File: src/rtl/ad9648_pkg.sv
// ad9648_pkg: shared definitions for the AD9648 output-side emulator.
// Holds the pattern-select encodings, the power/run state type, the PN9
// generator seeds and taps, and the checkerboard source word.
package ad9648_pkg;

  // Pattern select encodings; codes 5..7 fall back to constant mode.
  localparam logic [2:0] MODE_CONST = 3'd0;
  localparam logic [2:0] MODE_RAMP  = 3'd1;
  localparam logic [2:0] MODE_CHECK = 3'd2;
  localparam logic [2:0] MODE_PN9   = 3'd3;
  localparam logic [2:0] MODE_FS    = 3'd4;

  typedef enum logic [1:0] {
    OFF  = 2'd0,
    WAKE = 2'd1,
    RUN  = 2'd2
  } state_e;

  // PN9: x^9 + x^5 + 1, shift left, feedback = bit8 ^ bit4.
  localparam logic [8:0] PN9_SEED_A = 9'h1FF;
  localparam logic [8:0] PN9_SEED_B = 9'h0F0;
  localparam int         PN9_TAP_HI = 8;
  localparam int         PN9_TAP_LO = 4;

  // 1010... pattern; the top bit_width bits form the checkerboard word.
  localparam logic [31:0] CHECK_WORD = 32'hAAAA_AAAA;

  function automatic logic [8:0] pn9_next(input logic [8:0] s);
    return {s[7:0], s[PN9_TAP_HI] ^ s[PN9_TAP_LO]};
  endfunction

endpackage

File: src/rtl/ad9648_emu_delay.sv
// ad9648_emu_delay: fixed-depth shift register carrying one packed sample
// word per clock. A synchronous flush (or reset) clears every stage at once,
// so nothing queued before a power-down can emerge afterwards.
// Ports:
//   i_clk    clock
//   i_rst_n  synchronous reset, active low
//   i_flush  synchronous clear of all stages
//   i_data   word entering stage 0
//   o_data   word leaving the last stage
module ad9648_emu_delay #(
  parameter int WIDTH = 31,
  parameter int DEPTH = 10
) (
  input  logic             i_clk,
  input  logic             i_rst_n,
  input  logic             i_flush,
  input  logic [WIDTH-1:0] i_data,
  output logic [WIDTH-1:0] o_data
);

  logic [WIDTH-1:0] r_stage [DEPTH];

  always_ff @(posedge i_clk) begin
    if (!i_rst_n || i_flush) begin
      for (int k = 0; k < DEPTH; k++) r_stage[k] <= '0;
    end else begin
      r_stage[0] <= i_data;
      for (int k = 1; k < DEPTH; k++) r_stage[k] <= r_stage[k-1];
    end
  end

  assign o_data = r_stage[DEPTH-1];

endmodule

File: src/rtl/ad9648_emu.sv
// ad9648_emu: cycle-accurate stand-in for the AD9648 dual ADC output side.
// After the active-low enable is seen, a wake period elapses, then one A and
// one B test-pattern sample are generated per clock and delivered through a
// fixed-latency delay line together with per-channel overrange flags.
// Ports:
//   clk                  sample clock
//   reset_n              synchronous reset, active low
//   enable               active low; high = power-down (flushes outputs)
//   mode                 0 const, 1 ramp, 2 checkerboard, 3 PN9, 4 full-scale
//   const_a / const_b    constant-mode sample values
//   data_a_bus/_b_bus    offset-binary samples
//   overrange_a/_b       sample is 0 or all-ones, aligned with the data
//   data_valid           buses carry a generated sample
module ad9648_emu
  import ad9648_pkg::*;
#(
  parameter int bit_width    = 14,
  parameter int wake_cycles  = 16,
  parameter int pipe_latency = 10
) (
  input  logic                 clk,
  input  logic                 reset_n,
  input  logic                 enable,
  input  logic [2:0]           mode,
  input  logic [bit_width-1:0] const_a,
  input  logic [bit_width-1:0] const_b,
  output logic [bit_width-1:0] data_a_bus,
  output logic [bit_width-1:0] data_b_bus,
  output logic                 overrange_a,
  output logic                 overrange_b,
  output logic                 data_valid
);

  localparam int WAKE_W = (wake_cycles > 1) ? $clog2(wake_cycles) : 1;
  localparam int DLY_W  = 3 + 2 * bit_width;
  localparam logic [bit_width-1:0] ALL_ONES = {bit_width{1'b1}};

  // {LFSR, LFSR[bit_width-10:0]}: the 9 LFSR bits sit at the top and the
  // low LFSR bits are repeated underneath to fill the word.
  function automatic logic [bit_width-1:0] pn9_sample(input logic [8:0] s);
    logic [bit_width-1:0] r;
    r = '0;
    for (int i = 0; i < bit_width; i++) begin
      if (bit_width >= 9 && i >= bit_width - 9) r[i] = s[i-(bit_width-9)];
      else if (i < 9)                            r[i] = s[i];
    end
    return r;
  endfunction

  state_e               r_state, w_next_state;
  logic [WAKE_W-1:0]    r_wake_cnt;
  logic                 w_load_seed, w_advance, w_flush;

  logic [bit_width-1:0] r_ramp;
  logic                 r_phase;
  logic [8:0]           r_pn_a, r_pn_b;

  logic [bit_width-1:0] w_check;
  logic [bit_width-1:0] w_a, w_b;
  logic                 w_or_a, w_or_b;
  logic [DLY_W-1:0]     w_dly_in, w_dly_out;

  // State register and wake counter
  always_ff @(posedge clk) begin
    if (!reset_n) begin
      r_state    <= OFF;
      r_wake_cnt <= '0;
    end else begin
      r_state <= w_next_state;
      if (r_state == OFF && !enable)
        r_wake_cnt <= WAKE_W'(wake_cycles - 1);
      else if (r_state == WAKE && r_wake_cnt != '0)
        r_wake_cnt <= r_wake_cnt - WAKE_W'(1);
    end
  end

  // Next state: power-down wins over every transition, including WAKE->RUN.
  always_comb begin
    w_next_state = r_state;
    if (enable) begin
      w_next_state = OFF;
    end else begin
      case (r_state)
        OFF:     w_next_state = WAKE;
        WAKE:    if (r_wake_cnt == '0) w_next_state = RUN;
        RUN:     w_next_state = RUN;
        default: w_next_state = OFF;
      endcase
    end
  end

  // Control outputs
  always_comb begin
    w_flush     = enable;
    w_load_seed = (r_state == WAKE) && (r_wake_cnt == '0) && !enable;
    w_advance   = (r_state == RUN) && !enable;
  end

  // Generators advance every RUN cycle whatever the mode, so switching mode
  // picks up each pattern at its free-running position.
  always_ff @(posedge clk) begin
    if (w_load_seed) begin
      r_ramp  <= '0;
      r_phase <= 1'b0;
      r_pn_a  <= PN9_SEED_A;
      r_pn_b  <= PN9_SEED_B;
    end else if (w_advance) begin
      r_ramp  <= r_ramp + bit_width'(1);
      r_phase <= ~r_phase;
      r_pn_a  <= pn9_next(r_pn_a);
      r_pn_b  <= pn9_next(r_pn_b);
    end
  end

  assign w_check = CHECK_WORD[31 -: bit_width];

  always_comb begin
    w_a = const_a;
    w_b = const_b;
    case (mode)
      MODE_RAMP: begin
        w_a = r_ramp;
        w_b = ~r_ramp;
      end
      MODE_CHECK: begin
        w_a = r_phase ? ~w_check : w_check;
        w_b = r_phase ? w_check : ~w_check;
      end
      MODE_PN9: begin
        w_a = pn9_sample(r_pn_a);
        w_b = pn9_sample(r_pn_b);
      end
      MODE_FS: begin
        w_a = r_phase ? '0 : ALL_ONES;
        w_b = r_phase ? ALL_ONES : '0;
      end
      default: ;
    endcase
  end

  assign w_or_a = (w_a == '0) || (w_a == ALL_ONES);
  assign w_or_b = (w_b == '0) || (w_b == ALL_ONES);

  // Outside RUN the delay line is fed zeros so idle outputs stay at 0.
  assign w_dly_in = w_advance ? {1'b1, w_or_a, w_or_b, w_a, w_b} : '0;

  // Delay line: sample generated in cycle n reaches the buses at n+pipe_latency
  ad9648_emu_delay #(
    .WIDTH (DLY_W),
    .DEPTH (pipe_latency)
  ) u_delay (
    .i_clk   (clk),
    .i_rst_n (reset_n),
    .i_flush (w_flush),
    .i_data  (w_dly_in),
    .o_data  (w_dly_out)
  );

  assign {data_valid, overrange_a, overrange_b, data_a_bus, data_b_bus} = w_dly_out;

endmodule
File: config.mk
export PLATFORM = sky130hd
export DESIGN_NAME = ad9648_emu
export DESIGN_NICKNAME = d
export VERILOG_FILES = /design/src/rtl/ad9648_pkg.sv /design/src/rtl/ad9648_emu_delay.sv /design/src/rtl/ad9648_emu.sv
export SDC_FILE = /design/constraint.sdc
export NUM_CORES = 1
export LEC_CHECK = 0
export ABC_AREA = 1
export CORE_MARGIN = 2
export CORE_UTILIZATION = 63
export DETAILED_ROUTE_END_ITERATION = 8
export PLACE_DENSITY = 0.89
export SYNTH_ARGS = -nofsm -noshare
export SYNTH_HDL_FRONTEND = slang
export SYNTH_HIERARCHICAL = 1
export SYNTH_SLANG_ARGS = --single-unit
File: constraint.sdc
create_clock -name clk -period 2.6 [get_ports clk]
set_input_delay 0.39 -clock clk [delete_from_list [all_inputs] [get_ports clk]]
set_output_delay 0.39 -clock clk [all_outputs]
set_load 0.005 [all_outputs]
==> flow_summary.json <==
{
  "outcome": "finished, final reports clean",
  "final_hold_viol_count": 0,
  "die_area_mm2": 0.02046,
  "grt_pass1_wl_um": 40900,
  "core_area_mm2": 0.01883,
  "post-route-period-util_pct": 78.48,
  "hp-class": "reg2reg",
  "ios": 65,
  "vias": 8617,
  "h-tree-depth": 1,
  "cts.sinks": 349,
  "detail_route.drc_violations": 0,
  "synth_common_cells": "378 x sky130_fd_sc_hd__nor2_1, 367 x sky130_fd_sc_hd__inv_1, 349 x sky130_fd_sc_hd__dfxtp_1",
  "hold_ws_ns": 0.3812,
  "placedCellCount": 1787,
  "cp.arrival_ns": 2.52,
  "grt_setup_unrepaired": "no",
  "die_w_um": 143.0,
  "critical_path.max_fanout": 7,
  "ys_seq_elements": 349,
  "power-per-cell-area_mw_per_mm2": 810.5,
  "routabilityCongestion": 0.9347,
  "num-nets-final": 1600,
  "synth_area_leaders": "sky130_fd_sc_hd__dfxtp_1 57%, sky130_fd_sc_hd__nor2_1 12%, sky130_fd_sc_hd__inv_1 11%",
  "count_of_flip_flops_with_a_built_in_enable_after_synthesis": 0,
  "synth_top_cell_area_share_pct": 57.38,
  "ir_worst_vdd_mv": 0.7486,
  "synth_area_mm2": 0.01218,
  "post-dp-hpwl_um": 15410,
  "synth_flop_cell": "sky130_fd_sc_hd__dfxtp_1",
  "synth_largest_area_cell": "sky130_fd_sc_hd__dfxtp_1",
  "fin_setup_tns_ns": 0,
  "asyncSetResetFlopFracSynth_pct": 0,
  "count_of_different_cell_masters_after_synthesis": 32,
  "p_leak_nw": 5.301,
  "worst_setup_path_start_kind": "flop",
  "synth_most_common_cell": "sky130_fd_sc_hd__nor2_1",
  "synthToLayoutAreaGrowth_pct": 12.29,
  "chipHeight_um": 143.0,
  "io_buffer_count": 64,
  "tightest_slew_ns": 0.4413,
  "cap_viol_max_count": 0,
  "row_count": 50,
  "setup.worst_path.class": "reg2reg",
  "grt_antenna_before_repair": 0,
  "cts_made_buffers": 31,
  "number_of_slew_limit_violations_in_the_final_report": 0,
  "final_core_utilization_pct": 72.61,
  "starting_density_pct": 64.66,
  "synth_area_per_cell_um2": 8.011,
  "ctsLongestPathBuffers": 3,
  "cts_post_setup_buffers_inserted": 0,
  "clkTransAtPathRegs_ns": 0.06,
  "max_slew_margin_pct": 70.58,
  "final_cell_count_no_fill": 1840,
  "vias_in_the_first_global_route": 8598,
  "post_drt_wl_per_cell_um": 13.68,
  "setup_viol": 0,
  "drt_pre_antenna_iters": 6,
  "postSynthNetCount": 1560,
  "grt_max_degree": 64,
  "period_needed_ns": 2.040,
  "n_fill_cell": 1302,
  "vias_per_cell": 4.683,
  "maxClockFrequency_mhz": 490.1,
  "initialDrtViolationCount": 542,
  "post_synth_inst_count": 1520,
  "setup.worst_path.end_class": "flop",
  "ant_nets": 0,
  "cts-hold-fix-buffers": 0,
  "critical_path_required_ns": 3.08,
  "timing.clock.skew_ns": 0.02439,
  "drive_gt1_share_pct": 5.696,
  "grt_usage_pct": 25.38,
  "antenna_diode_count": 0,
  "grt-ovfl-total": 0,
  "seq_area_frac_synth_pct": 57.38,
  "cts_resized": 0,
  "yosys_warns": 6,
  "drt-total-wl_um": 25160,
  "cts_tree": "done",
  "latest_clock_arrival_within_the_worst_skew_pair_ns": 0.56,
  "ctsRootBufferMaster": "sky130_fd_sc_hd__clkbuf_16"
}
-- critical path, cell delays in order (launching register included) --
cell                      delay, ns
sky130_fd_sc_hd__dfxtp_1       0.44
sky130_fd_sc_hd__inv_1         0.12
sky130_fd_sc_hd__nand3_1       0.31
sky130_fd_sc_hd__nand2_1       0.19
sky130_fd_sc_hd__nor2_1        0.22
sky130_fd_sc_hd__nand2_1       0.10
sky130_fd_sc_hd__nor2_1        0.10
sky130_fd_sc_hd__nand2_1       0.07
sky130_fd_sc_hd__nor2_1        0.09
sky130_fd_sc_hd__nand2_1       0.06
sky130_fd_sc_hd__a21oi_1       0.13
sky130_fd_sc_hd__inv_1         0.05
sky130_fd_sc_hd__nor2_1        0.09
-- layout by cell type, fill, tap and decap left out, types with 4 or more instances in the layout --
cell and instances:
sky130_fd_sc_hd__buf_4 23, sky130_fd_sc_hd__dfxtp_1 349, sky130_fd_sc_hd__nand2_1 171, sky130_fd_sc_hd__clkbuf_8 5, sky130_fd_sc_hd__clkdlybuf4s50_1 64, sky130_fd_sc_hd__o21ai_0 17, sky130_fd_sc_hd__nor3_1 6, sky130_fd_sc_hd__buf_12 6
sky130_fd_sc_hd__nand3_1 42, sky130_fd_sc_hd__o211ai_1 9, sky130_fd_sc_hd__clkbuf_16 31, sky130_fd_sc_hd__nand4_1 17, sky130_fd_sc_hd__a31oi_1 5, sky130_fd_sc_hd__clkbuf_1 10, sky130_fd_sc_hd__nor2_2 4, sky130_fd_sc_hd__nor2_1 378
sky130_fd_sc_hd__ha_1 6, sky130_fd_sc_hd__inv_1 367, sky130_fd_sc_hd__a21oi_1 40
-- path summary, 6_finish.rpt --
check / endpoint / cells after the start / from / slack, ns
worst min register to register: u_delay/r_stage[0][159] / 2 / u_delay/r_stage[0][128] / 0.38
worst min-delay path: u_delay/r_stage[0][159] / 2 / u_delay/r_stage[0][128] / 0.38
worst max register to register: u_delay/r_stage[0][29] / 12 / r_phase / 0.56
worst max-delay path: u_delay/r_stage[0][29] / 12 / r_phase / 0.56
-- cell type report --
type | instances | area [um2] | share of cell area (%)
Inverter | 374 | 1409 | 10.30
Timing Repair Buffer | 93 | 933.4 | 6.827
Tap cell | 260 | 325.3 | 2.379
Sequential cell | 349 | 6987 | 51.10
Clock inverter | 7 | 80.08 | 0.5857
Clock buffer | 46 | 882.1 | 6.451
Multi-Input combinational cell | 711 | 3057 | 22.36
-- metrics by stage --
stage	setup slack (ns)	cell area [um2]	total power [mW]
finish	0.5596	13670	11.08
global route	0.3636	13670	11.54
CTS	0.5764	13670	11.17
detailed placement	0.07785	12710	6.871
global placement	0.09558	12710	6.851
floorplan	0.8526	12180	6.547
-- kinds of logic (layout without fill, tap and decap cells) --
kind of cell    count (synthesis)  after routing  synth area share, %
simple gates                  628            628                20.77
xor+xnor                        1              1              0.07194
compound gates                 76             76                3.535
fa+ha+maj                       6              6               0.6165
buf+inv                       460            520                17.63
flops                         349            349                57.38
-- per-layer routing --
layer / global-route usage, % / part of all wire [%] / vias up
met5: 0 / 0 / -
met4: 10.79 / 3.7 / 0
met3: 3.689 / 4.5 / 73
met2: 45.66 / 50 / 236
met1: 30.21 / 42 / 3907
li1: - / - / 4401
-- registers in the layout (all words and copies together), names as in the netlist --
name and count:
r_phase 1, r_pn_a 9, r_pn_b 9, r_ramp 14, r_state 2, r_wake_cnt 4, u_delay/r_stage 310
-- power by group --
group	internal [mW]	total, mW	switching [mW]
registers	5.56	5.77	0.209
clock network	2.44	4.32	1.88
logic	0.362	0.990	0.627
(Power assumes the default switching activity.)
==> patch: new RTL, same flow settings <==
Set the parameter `pipe_latency` to 20 (it was 10).
--- a/src/rtl/ad9648_emu.sv
+++ b/src/rtl/ad9648_emu.sv
@@ -18,3 +18,3 @@
   parameter int wake_cycles  = 16,
-  parameter int pipe_latency = 10
+  parameter int pipe_latency = 20
 ) (
Function: same outputs for any inputs over 10 cycles, from zero or initial values and one cycle with reset_n low; that may be too few to reach the edited logic, so the function may still have changed.
==> patch against the original RTL <==
Wire length is 60% higher; sequential share of layout area is 5.2 points higher; synthesized cell count is 64% higher; power is 81% higher; sequential cell count is 310 higher; worst setup slack worse by 0.094 ns; area after synthesis is 73% higher; design area is 71% higher.
==> patch: results <==
metrics = {
    "routing": {
        "wl_met1_mm": 15.9,
        "dr.max_layer_used": "met4",
        "wl_mm": 40.4,
        "wl_met2_mm": 22.0,
        "wl_met3_mm": 1.35,
        "drt_first_iter_violations": 685,
        "dr.pass1.iters": 6,
        "wl_per_cell_um": 13.4,
        "num_vias": 13633,
    },
    "sta": {
        "clock-skew-final_ns": 0.0285,
        "hold_ws_ns": 0.382,
        "post-route-period-util_pct": 82.1,
        "timing.slew.headroom_pct": 62.7,
    },
    "place": {
        "dp.cells": 2903,
        "pre_cts_ws_ns": 0.104,
        "place_congestion": 0.982,
        "place_area_um2": 21500,
        "hpwl_mm": 22.7,
    },
    "worst_setup_path": {
        "cp_max_fo": 4,
        "critPathSlowestCell": "nand4_1",
        "critPathTopFamily": "simple AND/OR/NAND/NOR gates",
        "cp-startpoint": "r_state[0]",
        "slowest_delay_ns": 0.32,
        "worstPathArrival_ns": 2.59,
        "r2r_end": "r_ramp[12]",
        "r2r_setup_slack_ns": 0.47,
        "r2r_cells": 10,
        "endpoint_kind": "flip-flop",
    },
    "synthesis": {
        "synth_cell_types": 33,
        "synthTopCellsByCount": "nor2_1 (696), inv_1 (676), dfxtp_1 (659), nand2_1 (173), buf_6 (67)",
        "syn_inst": 2488,
        "ys_seq_area_share_pct": 62.7,
        "ys_top_cells_by_area": "dfxtp_1 (63%), nor2_1 (12%), inv_1 (12%), buf_6 (3.6%), nand2_1 (3.1%)",
    },
    "clock_network": {
        "ctsHtreeMaxLevel": 2,
        "postCtsSetupRepairBufs": 0,
        "clk_pin_slew_worst_paths_ns": 0.06,
        "cts_inserted_buffers": 57,
        "clk_latency_ns": 0.59,
    },
    "min_path": {
        "hp-start": "u_delay/r_stage[0][4]",
        "hp-class": "reg2reg",
        "hold_depth": 2,
        "holdPathEnd": "u_delay/r_stage[0][35]",
    },
    "final_layout": {
        "top_regs": "u_delay/r_stage x620, r_ramp x14",
        "nNetsFinal": 2560,
        "drive_above_1_share_pct": 5.11,
    },
    "power_and_ir_drop": {
        "peakVddDrop_mv": 0.581,
        "pg_comb_w": 0.00106,
        "total_power_w": 0.0201,
        "pwr.group.sequential_w": 0.0105,
        "p_leak_nw": 8.66,
        "swShare_pct": 22.5,
    },
    "grt": {
        "grt_pass1_wl_mm": 65.7,
        "grt_use_met1_pct": 24.5,
        "use_met3_pct": 3.17,
        "grt_max_degree": 92,
        "grt_use_met2_pct": 46.2,
        "grt_usage_pct": 23.1,
    },
    "status": {
        "status": "completed",
    },
}
[patch: cell types whose count changed after synthesis, moves of 2 or more]
cell,delta
nor2_1,+318
inv_4,-2
buf_2,+4
nor2_2,-4
nand2_1,+2
buf_6,+30
inv_1,+309
dfxtp_1,+310
o21ai_0,-4
inv_2,+2
[patch: cells by family (layout without fill, tap and decap cells)]
| family | count (synthesis) | in the layout | share of synthesized area (%) |
|---|---|---|---|
| xor+xnor | 1 | 1 | 0.0416 |
| compound gates | 74 | 74 | 2.01 |
| flops | 659 | 659 | 62.7 |
| buf+inv | 804 | 879 | 17.4 |
| simple gates | 944 | 944 | 17.5 |
| fa+ha+maj | 6 | 6 | 0.357 |
[patch: cell type report]
type / count / area [um2]
Fill cell: 2186 / 9280
Clock inverter: 16 / 230
Timing Repair Buffer: 94 / 991
Clock buffer: 86 / 1690
Inverter: 683 / 2560
Multi-Input combinational cell: 1025 / 4210
Sequential cell: 659 / 13200
Tap cell: 442 / 553
